## config.mk

```make
export PLATFORM = sky130hd
export DESIGN_NAME = repsub_divider
export DESIGN_NICKNAME = d
export VERILOG_FILES = /design/src/rtl/repsub_pkg.sv /design/src/rtl/repsub_datapath.sv /design/src/rtl/repsub_divider.sv
export SDC_FILE = /design/constraint.sdc
export NUM_CORES = 1
export LEC_CHECK = 0
export CORE_AREA = 3 3 97 99
export CTS_BUF_LIST = sky130_fd_sc_hd__clkbuf_16
export CTS_CLUSTER_DIAMETER = 200
export DETAILED_ROUTE_END_ITERATION = 16
export DIE_AREA = 0 0 100 102
export PLACE_DENSITY = 0.84
export SYNTH_ARGS = -nofsm -noshare
export SYNTH_HDL_FRONTEND = slang
export SYNTH_HIERARCHICAL = 1
export SYNTH_SLANG_ARGS = --single-unit
```

## constraint.sdc

```tcl
create_clock -name clk -period 9.2 [get_ports clk]
set_input_delay 1.38 -clock clk [delete_from_list [all_inputs] [get_ports clk]]
set_output_delay 1.38 -clock clk [all_outputs]
set_load 0.005 [all_outputs]
```

## src/rtl/repsub_pkg.sv

```systemverilog
// Shared definitions for the repeated-subtraction divider: FSM state encoding
// and default operand width.
package repsub_pkg;

  localparam int DEFAULT_WIDTH = 16;

  typedef enum logic [1:0] {
    IDLE = 2'd0,
    RUN  = 2'd1,
    DONE = 2'd2
  } state_t;

endpackage

```

## src/rtl/repsub_datapath.sv

```systemverilog
// Working registers R/D/Q of the divider, the subtract/compare step and the
// magnitude/sign-fix logic that maps the unsigned loop back to signed results.
module repsub_datapath
  import repsub_pkg::*;
#(
  parameter int WIDTH  = DEFAULT_WIDTH,
  parameter bit SIGNED = 1'b0
) (
  input  logic             clk,
  input  logic             rst_n,
  input  logic             load,
  input  logic             step,
  input  logic [WIDTH-1:0] dividend,
  input  logic [WIDTH-1:0] divisor,
  output logic             r_lt_d,
  output logic             d_zero,
  output logic             ovf,
  output logic [WIDTH-1:0] dvd_raw,
  output logic [WIDTH-1:0] quo_fix,
  output logic [WIDTH-1:0] rem_fix
);

  localparam logic [WIDTH-1:0] MIN_NEG = {1'b1, {(WIDTH-1){1'b0}}};

  logic [WIDTH-1:0] r, d, q;
  logic             dvd_neg, dvs_neg;
  logic             dvd_sign, dvs_sign;
  logic [WIDTH-1:0] dvd_mag, dvs_mag;

  // Negating -2^(WIDTH-1) yields the same bit pattern, which read as unsigned
  // is exactly 2^(WIDTH-1), so no extra magnitude bit is needed.
  assign dvd_sign = SIGNED && dividend[WIDTH-1];
  assign dvs_sign = SIGNED && divisor[WIDTH-1];
  assign dvd_mag  = dvd_sign ? -dividend : dividend;
  assign dvs_mag  = dvs_sign ? -divisor  : divisor;

  // NOTE: sequential state uses non-blocking assignments so every register
  // samples pre-edge values, independent of statement order.
  always_ff @(posedge clk) begin
    if (!rst_n) begin
      r       <= '0;
      d       <= '0;
      q       <= '0;
      dvd_neg <= 1'b0;
      dvs_neg <= 1'b0;
      dvd_raw <= '0;
      ovf     <= 1'b0;
    end else if (load) begin
      r       <= dvd_mag;
      d       <= dvs_mag;
      q       <= '0;
      dvd_neg <= dvd_sign;
      dvs_neg <= dvs_sign;
      dvd_raw <= dividend;
      ovf     <= SIGNED && (dividend == MIN_NEG) && (divisor == '1);
    end else if (step) begin
      r <= r - d;
      q <= q + 1'b1;
    end
  end

  assign r_lt_d  = r < d;
  assign d_zero  = d == '0;
  assign quo_fix = (dvd_neg ^ dvs_neg) ? -q : q;
  assign rem_fix = dvd_neg ? -r : r;

endmodule

```

## src/rtl/repsub_divider.sv

```systemverilog
// Multi-cycle divider by repeated subtraction: IDLE/RUN/DONE control FSM and
// the result registers, around a repsub_datapath instance.
module repsub_divider
  import repsub_pkg::*;
#(
  parameter int WIDTH  = DEFAULT_WIDTH,
  parameter bit SIGNED = 1'b0
) (
  input  logic             clk,
  input  logic             rst_n,
  input  logic             start,
  input  logic [WIDTH-1:0] dividend,
  input  logic [WIDTH-1:0] divisor,
  output logic             busy,
  output logic             done,
  output logic [WIDTH-1:0] quotient,
  output logic [WIDTH-1:0] remainder,
  output logic             div_by_zero,
  output logic             overflow
);

  state_t           state, state_next;
  logic             load, step, finish_zero, finish_ok;
  logic             r_lt_d, d_zero, ovf;
  logic [WIDTH-1:0] dvd_raw, quo_fix, rem_fix;

  repsub_datapath #(.WIDTH(WIDTH), .SIGNED(SIGNED)) u_datapath (
    .clk      (clk),
    .rst_n    (rst_n),
    .load     (load),
    .step     (step),
    .dividend (dividend),
    .divisor  (divisor),
    .r_lt_d   (r_lt_d),
    .d_zero   (d_zero),
    .ovf      (ovf),
    .dvd_raw  (dvd_raw),
    .quo_fix  (quo_fix),
    .rem_fix  (rem_fix)
  );

  always_ff @(posedge clk) begin
    if (!rst_n) state <= IDLE;
    else        state <= state_next;
  end

  // NOTE: every signal written here gets a default first, so no path through
  // the case statement can leave it unassigned and infer a latch.
  always_comb begin
    state_next  = state;
    load        = 1'b0;
    step        = 1'b0;
    finish_zero = 1'b0;
    finish_ok   = 1'b0;
    case (state)
      IDLE: if (start) begin
        load       = 1'b1;
        state_next = RUN;
      end
      RUN: begin
        if (d_zero) begin
          finish_zero = 1'b1;
          state_next  = DONE;
        end else if (r_lt_d) begin
          finish_ok  = 1'b1;
          state_next = DONE;
        end else begin
          step = 1'b1;
        end
      end
      DONE:    state_next = IDLE;
      default: state_next = IDLE;
    endcase
  end

  // Quotient/remainder hold from done until the next accepted start; only
  // the flags are cleared on acceptance.
  always_ff @(posedge clk) begin
    if (!rst_n) begin
      quotient    <= '0;
      remainder   <= '0;
      div_by_zero <= 1'b0;
      overflow    <= 1'b0;
    end else if (load) begin
      div_by_zero <= 1'b0;
      overflow    <= 1'b0;
    end else if (finish_zero) begin
      quotient    <= '1;
      remainder   <= dvd_raw;
      div_by_zero <= 1'b1;
    end else if (finish_ok) begin
      quotient    <= quo_fix;
      remainder   <= rem_fix;
      overflow    <= ovf;
    end
  end

  assign busy = state != IDLE;
  assign done = state == DONE;

endmodule

```

* Word level (Yosys, flattened, before mapping) *
Cells that the tools add are included.

word-level totals
  bits in registers = 99
  bits in latches = 0
  bits in writable memories = 0
  ROM bits = 0
  input bits = 35
  output and inout port bits = 36
  memories = 0

operators by class
  $add $sub $neg = 2
  multiply operators = 0
  div/mod/pow operators = 0
  order comparisons = 1
  eq/ne operators = 4
  shift operators = 0
  muxes and demuxes = 20
  bitwise logic cells = 2
  reduce and logical (&&, ||, !) cells = 8

operators with widths
  kind                   count
  $mux 16                6
  $add 16x1->16 const B  1
  $logic_not 16->1       1
  $lt 16x16->1           1
  $sub 16x16->16         1
  $mux 1                 10
  $mux 2                 3
  $reduce_bool 2->1      3
  $pmux 2 s2             1
  $reduce_and 2->1       2
  $ne 3x3->1 const B     1
  $eq 2x1->1 const B     1
  $eq 2x2->1 const B     1
  $logic_not 2->1        1
  $ne 2x2->1 const B     1
  $not 1->1              2
  $reduce_or 2->1        1

* Logic depth before layout (Yosys ltp) *
Gate-level depths: netlist of the first run.

  word-level depth = 6
  depth in mapped cells = 16
  mapped depth without buffers = 14

* Modules after synthesis *
The synthesis of the first run kept the hierarchy.

by module, submodules not included
  module           times used  cells each  area an instance (um^2)  sequential area each (um^2)
  repsub_datapath  1           397         3540.9                   1281.2
  repsub_divider   1           133         1516.5                   720.7

* Worst setup path before layout of the first run *
OpenSTA, ideal clock, no wires.

  path kind = register to register
  start = register u_datapath.r[0]
  end = register u_datapath.q[15]
  arrival time = 3.236 ns
  slack = 5.843 ns
  cell stages (with the launch flop) = 17
  buffers on the path = 2
  path through = dfxtp_1 -> inv_1 -> ha_1 -> fa_1 -> nand2b_1 -> a21o_1 -> a31o_2 -> o21a_1 -> o31a_1 -> nor3b_1 -> clkbuf_2 -> and4_1 -> clkbuf_1 -> and3_1 -> nand4_1 -> xor2_1 -> nor2_1

on the way
  word-level cells in the longest chain between the ends = 4

ends and longest elaborated chain
  item                    line                   source
  from (decl)             repsub_datapath.sv:25  logic [WIDTH-1:0] r, d, q;
  from (signal assigned)  repsub_datapath.sv:49  r <= dvd_mag;
  from (signal assigned)  repsub_datapath.sv:57  r <= r - d;
  $lt 16x16->1            repsub_datapath.sv:62  assign r_lt_d = r < d;
  net r_lt_d              repsub_divider.sv:24   logic r_lt_d, d_zero, ovf;
  $mux 1                  repsub_divider.sv:64   end else if (r_lt_d) begin
  $mux 1                  repsub_divider.sv:61   if (d_zero) begin
  $mux 1                  repsub_divider.sv:55   case (state)
  net step                repsub_divider.sv:23   logic load, step, finish_zero, finish_ok;
  to (signal assigned)    repsub_datapath.sv:58  q <= q + 1'b1;
  to (decl)               repsub_datapath.sv:25

The timed path passes the listed nets, and every way through them passes these cells.
A chain may end at the register's enable or synchronous reset.

* Final worst setup path of the first run *
  start = register u_datapath.r[0]
  end = register u_datapath.r[14]

on the way
  word-level cells in the longest chain between the ends = 5

ends and longest elaborated chain
  item                                line
  $lt 16x16->1                        repsub_datapath.sv:62
  net r_lt_d                          repsub_divider.sv:24
  $mux 1                              repsub_divider.sv:64
  $mux 1                              repsub_divider.sv:61
  $mux 1                              repsub_divider.sv:55
  net step                            repsub_divider.sv:23
  $reduce_bool 2->1 (no source line)  -

The timed path passes the listed nets, and every way through them passes these cells. The select of a mux whose other input is x is not followed.

==> key figures, run 1 <==
Critical path
  – CP max-delay cell: nor3b_2
  – Worst-path cell chain: inv_1 -> ha_1 -> fa_1 -> nand2b_1 -> a21o_1 -> a31o_2 -> o21a_1 -> o31a_1 -> nor3b_2 -> clkinv_1 -> nor2_1 -> nand3b_1 -> o211ai_1
  – CP endpoint kind: register
  – Setup crit start kind: register
  – Arr. time, crit path: 4.89 ns
  – Worst path required time: 9.46 ns
  – Critical path's top delay family: simple AND/OR/NAND/NOR gates
  – CP Class: reg -> reg
  – CP max stage delay: 0.95 ns
  – Buf/Inv on CP: 2
  – CP max FO: 17

Power and ir drop
  – Power Density: 231 nW/µm²
  – P_leak: 2.45 nW
  – Worst IR Drop VDD: 134 µV

Timing
  – Period minus WS final: 4.62 ns
  – Fin crit share: 50.3%
  – Clock skew: 0.0112 ns
  – Slew @ Worst Pin: 1.18 ns
  – Fin worst setup slack: 4.58 ns
  – RSZ-0062 raised after global routing: false
  – Slew HR: 20.8%
  – Final setup violation count: 0
  – Hold violation total from the final report: 0
  – Total Neg Setup Slack: 0 ns
  – Achievable Freq: 0.216 GHz
  – Max Slew Vio Count: 0

Clocking
  – CTS HTree Levels: 3
  – CTS tree: yes
  – Skew-Pair Late Insertion Delay: 0.34 ns
  – Post-CTS Resized: 0
  – Sink Count: 100
  – Clock Path Buffers: 2
  – TritonCTS Buffers: 9
  – Post-CTS Setup Inserts: 0
  – Clock transition at path regs: 0.07 ns
  – Root Driver: clkbuf_16
  – Hold Buf Count CTS: 0

Floorplan
  – Die area: 10200 µm²
  – Vert. Die Dim: 102 µm
  – Row cnt: 34
  – Io pins: 71
  – Core box area: 8640 µm²
  – Starting density of the core: 58.6%
  – DIE WIDTH: 100 µm

Final layout
  – Layout Nets: 633
  – Fill count: 660
  – ANT cells: 0
  – Layout cells sized above 1: 5.98%
  – Synth-to-layout area growth: 19.3%

Logic synthesis
  – Yosys cell types: 66
  – Sequential area share after synthesis: 39.6%
  – Syn nets: 583
  – Synthesized area: 5060 µm²
  – Mapped Cells: 530
  – Number of synthesized flops with an enable pin: 0
  – Ys flop type: dfxtp_1
  – Yosys warns: 6
  – Post-synthesis register bit count: 100
  – Post-Syn Area per Cell: 9.54 µm²
  – Share of synthesized registers carrying an async set or reset: 0%

Global routing
  – Grt ovf: 0
  – Vias in the first global route: 3940
  – GRT Overall Usage: 23.5%
  – Initial antenna violation count: 0
  – Largest net degree at the start of global routing: 88
  – Global-route wire length before repair: 19.6 mm

Hold path
  – HP Class: reg -> reg

Routing
  – Routed Antenna Nets: 0
  – Drt wl/cell: 16.8 µm
  – Drc violations: 0
  – Via density: 5.99
  – Pre-antenna DRT Iters: 4
  – Drt total wl: 11.7 mm
  – Vias: 4149
  – Initial drt markers: 271

Status
  – Outcome: complete, no violations

Run
  – Max-cap viol count: 0

Place
  – PortBufs: 70
  – Post-DP HPWL: 8.10 mm
  – Worst slack at placement: 4.74 ns
  – Routability congestion estimate from global placement: 0.894
==> registers in the layout, summed over array words and instances (netlist names) <==
signal,cells
overflow,1
remainder,16
u_datapath/dvd_raw,16
div_by_zero,1
u_datapath/d,16
u_datapath/q,16
u_datapath/r,16
quotient,16
state,2
==> area by class of cell <==
| class | count | area [µm²] | share of cell area, % |
|---|---|---|---|
| Multi-Input combinational cell | 371 | 2780 | 46.1 |
| Inverter | 24 | 90.1 | 1.49 |
| Clock buffer | 9 | 225 | 3.73 |
| Sequential cell | 100 | 2000 | 33.2 |
| Tap cell | 108 | 135 | 2.24 |
| Clock inverter | 7 | 71.3 | 1.18 |
| Timing Repair Buffer | 74 | 726 | 12.0 |
==> cells by family after synthesis <==
group                      count (synthesis)  share of synthesized area, %
muxes                                     48                          9.50
AOI/OAI and AO/OA                        116                          19.2
other                                      1                        0.0741
buffers and inverters                     59                          5.62
adders and majority gates                 18                          4.60
DFF                                      100                          39.6
and+or+nand+nor                          171                          18.5
xor gates and xnor gates                  17                          2.94
==> cell usage after synthesis, types with 8 or more instances <==
master,number,area [µm²]
a21o_1,11,82.6
o21a_1,8,60.1
dfxtp_1,100,2000
o221a_1,16,180
a21oi_1,14,70.1
nand3_1,30,150
nor2b_1,40,250
nand2_1,15,56.3
inv_1,23,86.3
clkbuf_1,12,45.0
mux2i_1,48,480
nor2_1,34,128
nor3b_1,8,60.1
nand4_1,9,56.3
buf_2,10,50.1
o211a_1,16,160
xor2_1,13,114
ha_1,17,213
==> report_power, final <==
part	leakage, nW	switching (mW)	internal [mW]
Sequential	0.818	0.0399	0.491
Combinational	1.49	0.259	0.233
Clock	0.138	0.179	0.191
Total	2.45	0.478	0.914
==> worst min-delay path, delay by kind of cell, from the launching register on <==
family           cells  cell delay, ns
AO/OA/AOI/OAI        1            0.07
flip-flops           1            0.32
AND/OR/NAND/NOR      1            0.06
==> layer usage <==
metal	wire [µm]	global-route usage, %
met1	5390	31.3
met3	601	4.37
met4	142	5.60
met2	5530	40.0
met5	0	0
==> path summary, 6_finish.rpt <==
check / start / to / slack, ns / cells after the start
setup reg to reg: u_datapath/r[0]$_SDFFE_PN0P_ / u_datapath/r[14]$_SDFFE_PN0P_ / 4.58 / 13
hold reg to reg: u_datapath/dvd_raw[2]$_SDFFE_PN0P_ / u_datapath/dvd_raw[2]$_SDFFE_PN0P_ / 0.49 / 2
hold / removal: u_datapath/dvd_raw[2]$_SDFFE_PN0P_ / u_datapath/dvd_raw[2]$_SDFFE_PN0P_ / 0.49 / 2
setup / recovery: u_datapath/r[0]$_SDFFE_PN0P_ / u_datapath/r[14]$_SDFFE_PN0P_ / 4.58 / 13
==> cells in the final DEF (no fill, tap or decap), types with 8 or more instances in the layout <==
cell	n
xor2_1	13
o21a_1	8
o221a_1	16
nand4_1	9
inv_1	23
dfxtp_1	100
nor2b_1	40
mux2i_1	48
nand2_1	15
ha_1	17
a21oi_1	14
a21o_1	11
o211a_1	16
nor2_1	33
clkbuf_16	9
clkdlybuf4s50_1	69
nand3_1	30
==> through the flow <==
step	hold slack, ns	cell area (µm²)	instances	utilization (%)	power (mW)
after floorplan	0.452	5060	530	-	0.874
after global placement	0.469	5740	677	66.4	1.01
after detailed placement	0.484	5740	677	66.4	1.02
after CTS	0.494	6030	693	69.9	1.39
after global routing	0.524	6030	693	69.9	1.47
final	0.493	6030	693	69.9	1.39
(Power assumes the default switching activity.)
==> run 2: changes to the inputs <==
Settings changed: CORE_AREA 3 3 97 99 to 3 3 105 107, DIE_AREA 0 0 100 102 to 0 0 108 110, PLACE_DENSITY 0.84 to 0.76.
Clock period 9.2 ns to 3.7 ns, I/O delays scaled along.
==> run 2 against run 1 <==
Utilization shrank 10 points. First-iteration DRC count grew 11%. Worst hold slack lost 0.0088 ns. Sequential power grew 150%. Clock skew shrank 0.0034 ns. Routed wire length shrank 0.72%. Sequential share of layout area shrank 0.49 points. Register-to-register slack lost 4.4 ns. Setup slack lost 4.4 ns. Clock power grew 140%. Cell area grew 1.5%. Critical path type unchanged.
==> key figures, run 2 (same netlist as run 1, synthesis figures left out) <==
Timing
  – Achievable Freq: 0.287 GHz (was 0.216 GHz)
  – Hold violation total from the final report: 0 (unchanged)
  – Final setup violation count: 0 (unchanged)
  – Max Slew Vio Count: 0 (unchanged)
  – Clock skew: 0.00774 ns (was 0.0112 ns)
  – Slew HR: 55.0% (was 20.8%)
  – Total Neg Setup Slack: 0 ns (unchanged)
  – Fin worst setup slack: 0.218 ns (was 4.58 ns)
  – Period minus WS final: 3.48 ns (was 4.62 ns)
  – RSZ-0062 raised after global routing: false (unchanged)
  – Fin crit share: 94.1% (was 50.3%)
  – Slew @ Worst Pin: 0.672 ns (was 1.18 ns)

Global routing
  – Global-route wire length before repair: 19.4 mm (was 19.6 mm)
  – Grt ovf: 0 (unchanged)
  – Largest net degree at the start of global routing: 63 (was 88)
  – Vias in the first global route: 4138 (was 3940)
  – GRT Overall Usage: 20.0% (was 23.5%)
  – Initial antenna violation count: 0 (unchanged)

Place
  – Worst slack at placement: 0.219 ns (was 4.74 ns)
  – Post-DP HPWL: 8.35 mm (was 8.10 mm)
  – Inst Count DP: 713 (was 677)
  – PortBufs: 70 (unchanged)
  – Placed Area: 5830 µm² (was 5740 µm²)
  – Routability congestion estimate from global placement: 0.908 (was 0.894)

Routing
  – Via density: 5.76 (was 5.99)
  – Routed Antenna Nets: 0 (unchanged)
  – Pre-antenna DRT Iters: 5 (was 4)
  – Vias: 4202 (was 4149)
  – Initial drt markers: 302 (was 271)
  – Drt total wl: 11.6 mm (was 11.7 mm)
  – Drc violations: 0 (unchanged)
  – Drt wl/cell: 15.9 µm (was 16.8 µm)

Clocking
  – CTS tree: yes (unchanged)
  – Clock Path Buffers: 2 (unchanged)
  – Hold Buf Count CTS: 0 (unchanged)
  – Sink Count: 100 (unchanged)
  – Skew-Pair Late Insertion Delay: 0.34 ns (about the same)
  – TritonCTS Buffers: 9 (unchanged)
  – CTS HTree Levels: 3 (unchanged)
  – Clock transition at path regs: 0.07 ns (about the same)
  – Root Driver: clkbuf_16 (unchanged)

Critical path
  – Worst path required time: 3.92 ns (was 9.46 ns)
  – CP max stage delay: 0.36 ns (was 0.95 ns)
  – CP endpoint kind: register (unchanged)
  – CP Class: reg -> reg (unchanged)
  – Buf/Inv on CP: 2 (unchanged)
  – CP max FO: 6 (was 17)
  – CP max-delay cell: fa_2 (was nor3b_2)
  – Critical path's top delay family: simple AND/OR/NAND/NOR gates (unchanged)
  – Arr. time, crit path: 3.71 ns (was 4.89 ns)
  – Worst-path cell chain: inv_1 -> ha_1 -> fa_2 -> nand2b_1 -> a21o_1 -> a31o_2 -> o21a_1 -> o31a_1 -> nor3b_2 -> buf_4 -> and4_4 -> and3_1 -> nand4_1 -> xor2_1 -> nor2_1 (was inv_1 -> ha_1 -> fa_1 -> nand2b_1 -> a21o_1 -> a31o_2 -> o21a_1 -> o31a_1 -> nor3b_2 -> clkinv_1 -> nor2_1 -> nand3b_1 -> o211ai_1)
  – Setup crit start kind: register (unchanged)

Floorplan
  – DIE WIDTH: 108 µm (was 100 µm)
  – Core box area: 10200 µm² (was 8640 µm²)
  – Row cnt: 37 (was 34)
  – Starting density of the core: 49.4% (was 58.6%)
  – Vert. Die Dim: 110 µm (was 102 µm)
  – Die area: 11900 µm² (was 10200 µm²)
  – Io pins: 71 (unchanged)

Power and ir drop
  – Worst IR Drop VDD: 296 µV (was 134 µV)
  – P_leak: 2.48 nW (was 2.45 nW)
  – Power Density: 565 nW/µm² (was 231 nW/µm²)
  – PnR Total Power: 3.46 mW (was 1.39 mW)

Final layout
  – Non-filler instance count after layout: 729 (was 693)
  – Fill count: 898 (was 660)
  – Commonest non-fill, non-tap cell in the layout: dfxtp_1 (unchanged)
  – Commonest cells after routing, fill and taps aside: dfxtp_1 (100), clkdlybuf4s50_1 (69), mux2i_1 (48), nor2b_1 (40), nor2_1 (33) (unchanged)
  – Layout cells sized above 1: 7.42% (was 5.98%)
  – Sequential cell area: 2000 µm² (unchanged)
  – Synth-to-layout area growth: 21.1% (was 19.3%)
  – Layout Nets: 641 (was 633)
  – ANT cells: 0 (unchanged)
  – Post-Layout Inst Area: 6120 µm² (was 6030 µm²)
  – Multi-input logic area: 2790 µm² (was 2780 µm²)

Run
  – Max-cap viol count: 0 (unchanged)

Hold path
  – HP Class: reg -> reg (unchanged)

Status
  – Outcome: complete, no violations (unchanged)
[run 2: cell types whose count changed in the layout (fill, tap and decap cells not counted), sizes merged]
cell | before | now
buf | 5 | 13
inv | 25 | 26
clkinv | 4 | 3
[run 2: what timing repair did]
item	4_1_cts	5_1_grt
gates resized for setup	0	3
buffers inserted	0	0
endpoints found under the setup margin	0	3
[run 2: path summary, 6_finish.rpt]
| path | slack, ns | start | to | depth (start not counted) |
|---|---|---|---|---|
| max | 0.22 | u_datapath/r[0]$_SDFFE_PN0P_ | u_datapath/q[15]$_SDFFE_PP0P_ | 15 |
| min | 0.48 | u_datapath/dvd_raw[2]$_SDFFE_PN0P_ | u_datapath/dvd_raw[2]$_SDFFE_PN0P_ | 2 |
| max reg2reg | 0.22 | u_datapath/r[0]$_SDFFE_PN0P_ | u_datapath/q[15]$_SDFFE_PP0P_ | 15 |
| min reg2reg | 0.48 | u_datapath/dvd_raw[2]$_SDFFE_PN0P_ | u_datapath/dvd_raw[2]$_SDFFE_PN0P_ | 2 |
[run 2: worst register-to-register path, cell delays in order (launching register included)]
cell and delay (ns):
dfxtp_1 0.35, inv_1 0.05, ha_1 0.22, fa_2 0.36
nand2b_1 0.17, a21o_1 0.21, a31o_2 0.25, o21a_1 0.19
o31a_1 0.30, nor3b_2 0.29, buf_4 0.20, and4_4 0.22
and3_1 0.17, nand4_1 0.13, xor2_1 0.20, nor2_1 0.05
[run 2: area by class of cell]
type,count,share of cell area [%]
multi-input cells,371,45.5
clock buffers,9,3.68
repair buffers,82,12.9
flip-flops and latches,100,32.7
inverters,24,1.47
clock inverters,7,0.960
well taps,136,2.78
[run 2: routing by layer]
metal | wire length [µm] | track usage [%] | vias to the layer above
met4 | 106 | 4.69 | 0
met3 | 701 | 3.61 | 14
li1 | - | - | 2035
met5 | 0 | 0 | -
met1 | 5290 | 26.3 | 1995
met2 | 5480 | 34.3 | 158
[run 2: stage by stage]
step / util (%) / hold WS, ns
global placement: 57.0 / 0.466
global route: 59.9 / 0.531
floorplan: - / 0.452
CTS: 59.8 / 0.493
finish: 59.9 / 0.484
detailed placement: 57.0 / 0.482
[run 2: power breakdown]
| part | internal, mW | leakage (nW) | switching, mW | total [mW] |
|---|---|---|---|---|
| clock | 0.467 | 0.134 | 0.429 | 0.896 |
| sequential | 1.22 | 0.818 | 0.0963 | 1.32 |
| combinational | 0.602 | 1.53 | 0.643 | 1.25 |
| total | 2.29 | 2.48 | 1.17 | 3.46 |
